$ cat src/rtl/mul_float_pkg.sv
// Shared constants and FSM encoding for the iterative floating-point multiplier.
package mul_float_pkg;

  localparam int unsigned EW_DEF   = 8;
  localparam int unsigned MW_DEF   = 23;
  localparam int unsigned BIAS_DEF = (1 << (EW_DEF - 1)) - 1;

  typedef enum logic [1:0] {
    IDLE = 2'd0,
    MUL  = 2'd1,
    NORM = 2'd2,
    DONE = 2'd3
  } state_e;

endpackage

$ cat src/rtl/mul_float_round.sv
// Combinational normalise, round-to-nearest-even, exponent range check and
// special-operand packing for the raw significand product.
module mul_float_round #(
  parameter int unsigned EW = 8,
  parameter int unsigned MW = 23
) (
  input  logic              sign_i,
  input  logic [EW-1:0]     ea_i,
  input  logic [EW-1:0]     eb_i,
  input  logic              a_fnz_i,
  input  logic              b_fnz_i,
  input  logic [2*MW+1:0]   prod_i,
  output logic [EW+MW:0]    c_c,
  output logic              overflow_c,
  output logic              underflow_c
);

  localparam int unsigned W  = 1 + EW + MW;
  localparam int unsigned XW = EW + 2;
  localparam logic [XW-1:0] BIAS = XW'((1 << (EW - 1)) - 1);
  localparam logic [XW-1:0] EMAX = XW'((1 << EW) - 1);

  logic            norm;
  logic [MW-1:0]   frac;
  logic            guard;
  logic            sticky;
  logic            inc;
  logic [MW:0]     frac_r;
  logic [XW-1:0]   e_u;
  logic            a_zero, b_zero, a_inf, b_inf, a_nan, b_nan;

  assign norm = prod_i[2*MW+1];

  // Product lies in [1,4): pick the fraction window below the leading one.
  always_comb begin
    frac   = prod_i[2*MW-1:MW];
    guard  = prod_i[MW-1];
    sticky = |prod_i[MW-2:0];
    if (norm) begin
      frac   = prod_i[2*MW:MW+1];
      guard  = prod_i[MW];
      sticky = |prod_i[MW-1:0];
    end
  end

  assign inc    = guard & (sticky | frac[0]);
  assign frac_r = {1'b0, frac} + (MW+1)'(inc);
  assign e_u    = {2'b00, ea_i} + {2'b00, eb_i} - BIAS + XW'(norm) + XW'(frac_r[MW]);

  assign a_zero = (ea_i == '0);
  assign b_zero = (eb_i == '0);
  assign a_inf  = (&ea_i) & ~a_fnz_i;
  assign b_inf  = (&eb_i) & ~b_fnz_i;
  assign a_nan  = (&ea_i) & a_fnz_i;
  assign b_nan  = (&eb_i) & b_fnz_i;

  // A rounding carry leaves frac_r[MW-1:0] at zero, so no explicit clear is needed.
  always_comb begin
    c_c         = {sign_i, e_u[EW-1:0], frac_r[MW-1:0]};
    overflow_c  = 1'b0;
    underflow_c = 1'b0;
    if (a_nan || b_nan || (a_inf && b_zero) || (b_inf && a_zero)) begin
      c_c = {1'b0, {EW{1'b1}}, 1'b1, {(MW-1){1'b0}}};
    end else if (a_inf || b_inf) begin
      c_c = {sign_i, {EW{1'b1}}, {MW{1'b0}}};
    end else if (a_zero || b_zero) begin
      c_c = {sign_i, (W-1)'(0)};
    end else if ($signed(e_u) >= $signed(EMAX)) begin
      c_c        = {sign_i, {EW{1'b1}}, {MW{1'b0}}};
      overflow_c = 1'b1;
    end else if (e_u[XW-1] || (e_u == '0)) begin
      c_c         = {sign_i, (W-1)'(0)};
      underflow_c = 1'b1;
    end
  end

endmodule

$ cat src/rtl/mul_float_iter.sv
// Iterative IEEE-754-style multiplier: one multiplier bit per cycle, then a
// single normalise/round cycle, with a valid/ready handshake on both sides.
module mul_float_iter
  import mul_float_pkg::*;
#(
  parameter int unsigned EW = EW_DEF,
  parameter int unsigned MW = MW_DEF
) (
  input  logic              clk,
  input  logic              rst_n,
  input  logic              in_valid,
  output logic              in_ready,
  input  logic [EW+MW:0]    a,
  input  logic [EW+MW:0]    b,
  output logic              out_valid,
  input  logic              out_ready,
  output logic [EW+MW:0]    c,
  output logic              overflow,
  output logic              underflow
);

  localparam int unsigned W  = 1 + EW + MW;
  localparam int unsigned N  = MW + 1;
  localparam int unsigned CW = $clog2(MW + 2);

  state_e          state_q, state_d;
  logic [CW-1:0]   cnt_q, cnt_d;
  logic [2*N-1:0]  acc_q, acc_d;
  logic [N-1:0]    mcand_q, mcand_d;
  logic [N-1:0]    mplier_q, mplier_d;
  logic            sign_q, sign_d;
  logic [EW-1:0]   ea_q, ea_d, eb_q, eb_d;
  logic            a_fnz_q, a_fnz_d, b_fnz_q, b_fnz_d;
  logic [W-1:0]    c_q, c_d;
  logic            ovf_q, ovf_d, unf_q, unf_d;
  logic            in_ready_q, in_ready_d;
  logic            out_valid_q, out_valid_d;

  logic [N:0]      sum;
  logic [W-1:0]    rnd_c;
  logic            rnd_ovf, rnd_unf;

  assign sum = {1'b0, acc_q[2*N-1:N]} + (mplier_q[0] ? {1'b0, mcand_q} : (N+1)'(0));

  mul_float_round #(.EW(EW), .MW(MW)) u_round (
    .sign_i      (sign_q),
    .ea_i        (ea_q),
    .eb_i        (eb_q),
    .a_fnz_i     (a_fnz_q),
    .b_fnz_i     (b_fnz_q),
    .prod_i      (acc_q),
    .c_c         (rnd_c),
    .overflow_c  (rnd_ovf),
    .underflow_c (rnd_unf)
  );

  always_comb begin
    state_d  = state_q;
    cnt_d    = cnt_q;
    acc_d    = acc_q;
    mcand_d  = mcand_q;
    mplier_d = mplier_q;
    sign_d   = sign_q;
    ea_d     = ea_q;
    eb_d     = eb_q;
    a_fnz_d  = a_fnz_q;
    b_fnz_d  = b_fnz_q;
    c_d      = c_q;
    ovf_d    = ovf_q;
    unf_d    = unf_q;
    unique case (state_q)
      IDLE: begin
        if (in_valid && in_ready_q) begin
          sign_d   = a[W-1] ^ b[W-1];
          ea_d     = a[W-2:MW];
          eb_d     = b[W-2:MW];
          a_fnz_d  = |a[MW-1:0];
          b_fnz_d  = |b[MW-1:0];
          mcand_d  = {|a[W-2:MW], a[MW-1:0]};
          mplier_d = {|b[W-2:MW], b[MW-1:0]};
          acc_d    = '0;
          cnt_d    = '0;
          state_d  = MUL;
        end
      end
      // Shift-add, LSB first; the carry of the upper-half add shifts in at the top.
      MUL: begin
        acc_d    = {sum, acc_q[N-1:1]};
        mplier_d = mplier_q >> 1;
        cnt_d    = cnt_q + CW'(1);
        if (cnt_q == CW'(MW)) state_d = NORM;
      end
      NORM: begin
        c_d     = rnd_c;
        ovf_d   = rnd_ovf;
        unf_d   = rnd_unf;
        state_d = DONE;
      end
      DONE: begin
        if (out_ready) state_d = IDLE;
      end
      default: state_d = IDLE;
    endcase
    in_ready_d  = (state_d == IDLE);
    out_valid_d = (state_d == DONE);
  end

  always_ff @(posedge clk or negedge rst_n) begin
    if (!rst_n) begin
      state_q     <= IDLE;
      cnt_q       <= '0;
      acc_q       <= '0;
      mcand_q     <= '0;
      mplier_q    <= '0;
      sign_q      <= 1'b0;
      ea_q        <= '0;
      eb_q        <= '0;
      a_fnz_q     <= 1'b0;
      b_fnz_q     <= 1'b0;
      c_q         <= '0;
      ovf_q       <= 1'b0;
      unf_q       <= 1'b0;
      in_ready_q  <= 1'b1;
      out_valid_q <= 1'b0;
    end else begin
      state_q     <= state_d;
      cnt_q       <= cnt_d;
      acc_q       <= acc_d;
      mcand_q     <= mcand_d;
      mplier_q    <= mplier_d;
      sign_q      <= sign_d;
      ea_q        <= ea_d;
      eb_q        <= eb_d;
      a_fnz_q     <= a_fnz_d;
      b_fnz_q     <= b_fnz_d;
      c_q         <= c_d;
      ovf_q       <= ovf_d;
      unf_q       <= unf_d;
      in_ready_q  <= in_ready_d;
      out_valid_q <= out_valid_d;
    end
  end

  assign in_ready  = in_ready_q;
  assign out_valid = out_valid_q;
  assign c         = c_q;
  assign overflow  = ovf_q;
  assign underflow = unf_q;

endmodule

$ cat config.mk
export PLATFORM = sky130hd
export DESIGN_NAME = mul_float_iter
export DESIGN_NICKNAME = d
export VERILOG_FILES = /design/src/rtl/mul_float_pkg.sv /design/src/rtl/mul_float_round.sv /design/src/rtl/mul_float_iter.sv
export SDC_FILE = /design/constraint.sdc
export NUM_CORES = 1
export LEC_CHECK = 0
export ABC_AREA = 1
export ABC_CLOCK_PERIOD_IN_PS = 5100
export BUFFER_PORTS_ARGS = -buffer_cell sky130_fd_sc_hd__buf_2
export CORE_UTILIZATION = 35
export DETAILED_ROUTE_END_ITERATION = 16
export SLEW_MARGIN = 20
export SYNTH_ARGS = -nofsm -noshare
export SYNTH_HDL_FRONTEND = slang
export SYNTH_SLANG_ARGS = --single-unit
$ cat constraint.sdc
create_clock -name clk -period 5.1 [get_ports clk]
set_clock_uncertainty 0.1 [all_clocks]
set_input_delay 0.765 -clock clk [delete_from_list [all_inputs] [get_ports clk]]
set_output_delay 0.765 -clock clk [all_outputs]
set_load 0.05 [all_outputs]
; Word-level counts from Yosys, hierarchy flattened
; Index checks and enable logic that the tools add are counted.
[classes]
add_sub_neg = 7
magnitude_cmp = 1
n_eq_ne = 6
mux = 28
bitwise_logic = 9
reduce_logical = 25
[ops]
columns = cell, n
row1 = $mux W31, 4
row2 = $pmux W48 S2, 1
row3 = $reduce_or A23 Y1, 3
row4 = $mux W24, 2
row5 = $mux W48, 1
row6 = $pmux W24 S2, 1
row7 = $mux W32, 1
row8 = $add A24 B24 Y25, 1
row9 = $add A23 B1 Y24, 1
row10 = $mux W23, 1
row11 = $reduce_or A22 Y1, 1
row12 = $add A10 B1 Y10, 2
row13 = $logic_not A8 Y1, 2
row14 = $reduce_and A8 Y1, 2
row15 = $reduce_or A8 Y1, 2
row16 = $mux W1, 11
row17 = $ge A10 B9 Y1 const B, 1
row18 = $logic_not A10 Y1, 1
row19 = $pmux W5 S2, 1
row20 = $sub A10 B7 Y10 const B, 1
row21 = $add A8 B8 Y9, 1
row22 = $pmux W2 S4, 1
row23 = $eq A2 B2 Y1 const B, 3
row24 = $logic_or A1 B1 Y1, 6
row25 = 14 further kinds, 25
[totals]
ff_bits = 158
in_bits = 68
wordCells = 91

; Depth between registers and ports, before layout
[logic_depth]
depth_word = 13
ltp_mapped = 33
depth_no_buf = 31

; Hierarchy
; Synthesis repeated with hierarchy kept, for this count alone.
[hier_totals]
cells_unflattened = 1442
area_unflattened_um2 = 10364.9
[by_module_without_submodules]
columns = mod, n_inst, cells_each, area_each_um2, seq_area_each_um2
row1 = mul_float_iter, 1, 995, 8000.2, 3955.0
row2 = mul_float_round, 1, 447, 2364.8, 0.0

; Worst setup path before layout
; OpenSTA, ideal clock, no wires.
[synth_path]
kind = register to register
startpoint = reg acc_q[47]
endpoint = reg c_q[11], in the netlist c[11]
t_arrival_ns = 3.989
path_slack_ns = 0.888
path_stages_with_launch = 31
n_path_buf = 3
path_cell_list = dfrtp_1 > buf_6 > buf_8 > nand2_1 > o21ai_0 > nand2_1 > nor2_2 > nand3_2 > nor2_2 > nand4_1 > nor2_1 > nand3_1 > nor4_1 > nand4_1 > ha_1 > inv_1 > ha_1 > inv_1 > fa_1 > or2_2 > nor2_1 > nand3_1 > nor2_1 > nand2_1 > nor2_1 > nand2_1 > nand2_1 > nand2_2 > nand3_4 > buf_6 > o21ai_2
[synth_between]
elab_chain_len = 12
word_cells_on_any_way = 16
[synth_rtl]
columns = element, line_no
row1 = from (decl), mul_float_iter.sv:28  ; logic [2*N-1:0] acc_q, acc_d;
row2 = from (signal assigned), mul_float_iter.sv:112  ; acc_q <= '0;
row3 = from (signal assigned), mul_float_iter.sv:128  ; acc_q <= acc_d;
row4 = branches (longest 8 deep; another with $add A23 B1 Y24), -
row5 = $mux W31 (*), mul_float_round.sv:68  ; end else if ($signed(e_u) >= $signed(EMAX)) begin
row6 = $mux W31 (*), mul_float_round.sv:66  ; end else if (a_zero || b_zero) begin
row7 = $mux W31 (*), mul_float_round.sv:64  ; end else if (a_inf || b_inf) begin
row8 = $mux W32 (*), mul_float_round.sv:62  ; if (a_nan || b_nan || (a_inf && b_zero) || (b_inf && a_zero)) begin
row9 = to (signal assigned), mul_float_iter.sv:120  ; c_q <= '0;
row10 = to (signal assigned), mul_float_iter.sv:136  ; c_q <= c_d;
row11 = to (decl), mul_float_iter.sv:34  ; logic [W-1:0] c_q, c_d;
; Mark *: on every way between the ends.
; A chain may end at the register's enable or synchronous reset.

; Final worst setup path
; Same ends and word-level chain as after synthesis.

==> run_results.csv <==
group,metric,value,unit
grt,first_global_vias,7746,
timing,worst_pin_slew,0.8131,ns
clock_network,clkSlewWorstSetupHoldPaths,0.06,ns
setup_path,critPathLaunch,"acc_q[47]",
route,via_per_inst,4.862,
route,drc,6,
power_and_ir_drop,ir_drop,0.3020,mV
timing,finalSetupViolations,0,
yosys,ys_warn_count,0,
setup_path,max_stage_delay,0.49,ns
clock_network,ctsHoldBuffers,0,
grt,grt_max_degree,69,
setup_path,cp.arrival,4.84,ns
clock_network,cts.sinks,158,
floorplan,core_area,26280,um^2
layout,drive_above_1_share,0.1581,
setup_path,required,5.30,ns
clock_network,clock_latency,0.43,ns
grt,antenna_found_initial,0,
power_and_ir_drop,powerDensity,632.1,nW/um^2
setup_path,cp_common_cell,"nand2_1",
timing,slew_headroom,0.4580,
yosys,synth_area_per_cell,7.540,um^2
yosys,synth_adder_area_share,0.05791,
setup_path,rr_startpoint,"acc_q[47]",
run_status,outcome,"finished with violations",
timing,period_share,0.9098,
floorplan,start_util,0.3601,
setup_path,cp_max_fo,27,
yosys,async_flop_share,1.000,
placed_design,hpwl,17390,um
clock_network,cts-buffers-inserted,17,
yosys,postSynthCellCount,1255,
setup_path,slowest_stage,"dfrtp_2",
clock_network,htree_num_levels,4,
floorplan,pin_count,104,
timing,max_freq,215.5,MHz
grt,grt_pass1_wl,38980,um
floorplan,die-area,27700,um^2
route,ant_nets,0,
run_status,violations,"design-rule violations",
layout,areaGrowthSynthToFinish,15.80,%
power_and_ir_drop,power,6927,uW
grt,grtUsageTotal,0.1729,
route,firstDrtPassIters,10,
route,wl_per_cell,13.64,um
yosys,yosys.area_share.simple,0.2724,
yosys,synth_common_cells,"362 x nand2_1, 170 x inv_1, 157 x dfrtp_1, 107 x o21ai_0, 63 x nor2_1",
yosys,yosys.area.top_type,"dfrtp_1",
layout,nNetsFinal,1464,
setup_path,endpoint_kind,"register",
layout,final_util,0.4170,
layout,fin_cells,1701,
setup_path,worstSetupPathType,"register to register",
setup_path,crit_path_end,"c[11]",
route,wl,23210,um
timing,hold_viol_final,0,
timing,period_minus_slack,4.640,ns
grt,overflow,0,
worst_hold_path,hold_path_class,"input pin to asynchronous set/reset pin",
flow_run,cap_violations,0,
yosys,yosysUniqueCellTypes,49,
yosys,ys_seq_area_frac,0.4180,
route,drt_iter0_markers,465,
timing,slew_violations,0,
yosys,synth.mux.area_fraction,0.001058,
yosys,synth_top_family_by_area,"simple AND/OR/NAND/NOR gates",
route,num_vias,8271,
yosys,syn-num-nets,1365,
placed_design,numPortBuffers,103,
setup_path,r2r_slack,0.46,ns
floorplan,dieWidth,166.4,um
floorplan,rows,59,
placed_design,place.gp.congestion,0.8796,
yosys,yosys-top-cells-area,"dfrtp_1 42%, nand2_1 14%, inv_1 6.7%, o21ai_0 5.7%, ha_1 5.2%",
setup_path,start_kind,"register",
placed_design,dp.cells,1667,
setup_path,r2r-end,"c[11]",
yosys,synth-edff-count,0,
layout,n_antenna_cell,0,
yosys,synth_area,9463,um^2
floorplan,fp.dieH,166.4,um
setup_path,r2r_cells,25,
yosys,netlist.area_leader.share,0.4152,
yosys,ys_ff_latch,158,
clock_network,tritoncts,"done",
power_and_ir_drop,p_leak,0.005651,uW
yosys,ys.flop_type,"dfrtp_1",
yosys,synth-xor-area-share,0.01851,
clock_network,cts-root-buf,"clkbuf_16",
clock_network,clockBufferDepth,2,
yosys,synth_compound_area_frac,0.1423,
yosys,synth_most_common_cell,"nand2_1",
-- state kept, by name, indices dropped and copies added (netlist names), 2 cells and up --
| register | cells |
|---|---|
| acc_q | 48 |
| c | 32 |
| cnt_q | 5 |
| ea_q | 8 |
| eb_q | 8 |
| mcand_q | 24 |
| mplier_q | 24 |
| state_q | 2 |
-- how the worst min path moves through the flow --
| stage | startpoint | to |
|---|---|---|
| 2_1_floorplan | cnt_q[4] | cnt_q[4] |
| 3_3_place_gp | cnt_q[4] | cnt_q[4] |
| 3_5_place_dp | mcand_q[12] | mcand_q[12] |
| 4_1_cts | rst_n | mplier_q[13] |
| 5_1_grt | rst_n | mplier_q[13] |
| 6_report | rst_n | mplier_q[13] |
-- per-stage QoR --
stage	setup TNS, ns	area [um^2]	hold WS [ns]	setup slack (ns)
final	0	10960	0.2046	0.4601
after floorplan	0	9463	0.3459	0.8878
after CTS	0	10910	0.2233	0.3636
after global placement	0	10320	0.3593	0.4494
after global routing	-0.001991	10960	0.2379	-0.001991
after detailed placement	0	10320	0.3655	0.3595
-- timing repair --
action,in CTS,in global routing
resized for setup,0,5
setup endpoints to repair,0,21
setup buffers,0,3
-- layer usage --
metal	GRT usage	wire length [um]
met5	0	0
met4	0.03623	201
met3	0.03375	976
met2	0.2534	9720
met1	0.2615	12310
-- layout make-up --
cell class	count	area [um^2]
inverter	180	675.6
clock buffer	19	452.9
multi-input combinational	880	4677
sequential	158	3956
tap	335	419.2
clock inverter	12	137.6
timing repair buffer	117	639.4
fill	2716	15320
-- power breakdown --
group | leakage (uW) | switching [uW] | internal [uW]
Sequential | 0.00204 | 391 | 1750
Clock | 0.000286 | 519 | 748
Combinational | 0.00332 | 2380 | 1140
-- critical path, delay by kind of cell (launching register included) --
kind	cells	cell delay [ns]
fa+ha+maj	3	0.95
compound gates	2	0.23
buf+inv	6	0.78
simple gates	14	1.97
flops	1	0.49
-- cells in the final DEF, fill, tap and decap left out, types with 15 or more instances in the layout --
cell | synthesis | final
buf_2 | 2 | 102
nor2_1 | 63 | 61
nand4_1 | 26 | 26
dfrtp_1 | 157 | 156
nand3_1 | 59 | 59
o21ai_0 | 107 | 105
ha_1 | 39 | 39
nor4_1 | 16 | 15
a21oi_1 | 52 | 52
o22ai_1 | 29 | 29
inv_1 | 170 | 170
nand2_1 | 362 | 362
clkbuf_16 | 0 | 17
-- cells by family (layout without fill, tap and decap cells) --
logic type | after synthesis | count (layout)
and+or+nand+nor | 581 | 581
AOI/OAI and AO/OA | 236 | 236
buffers and inverters | 217 | 328
DFF | 158 | 158
adders and majority gates | 42 | 42
xor gates and xnor gates | 20 | 20
muxes | 1 | 1
Note: power is estimated with default switching activity, not from simulation.
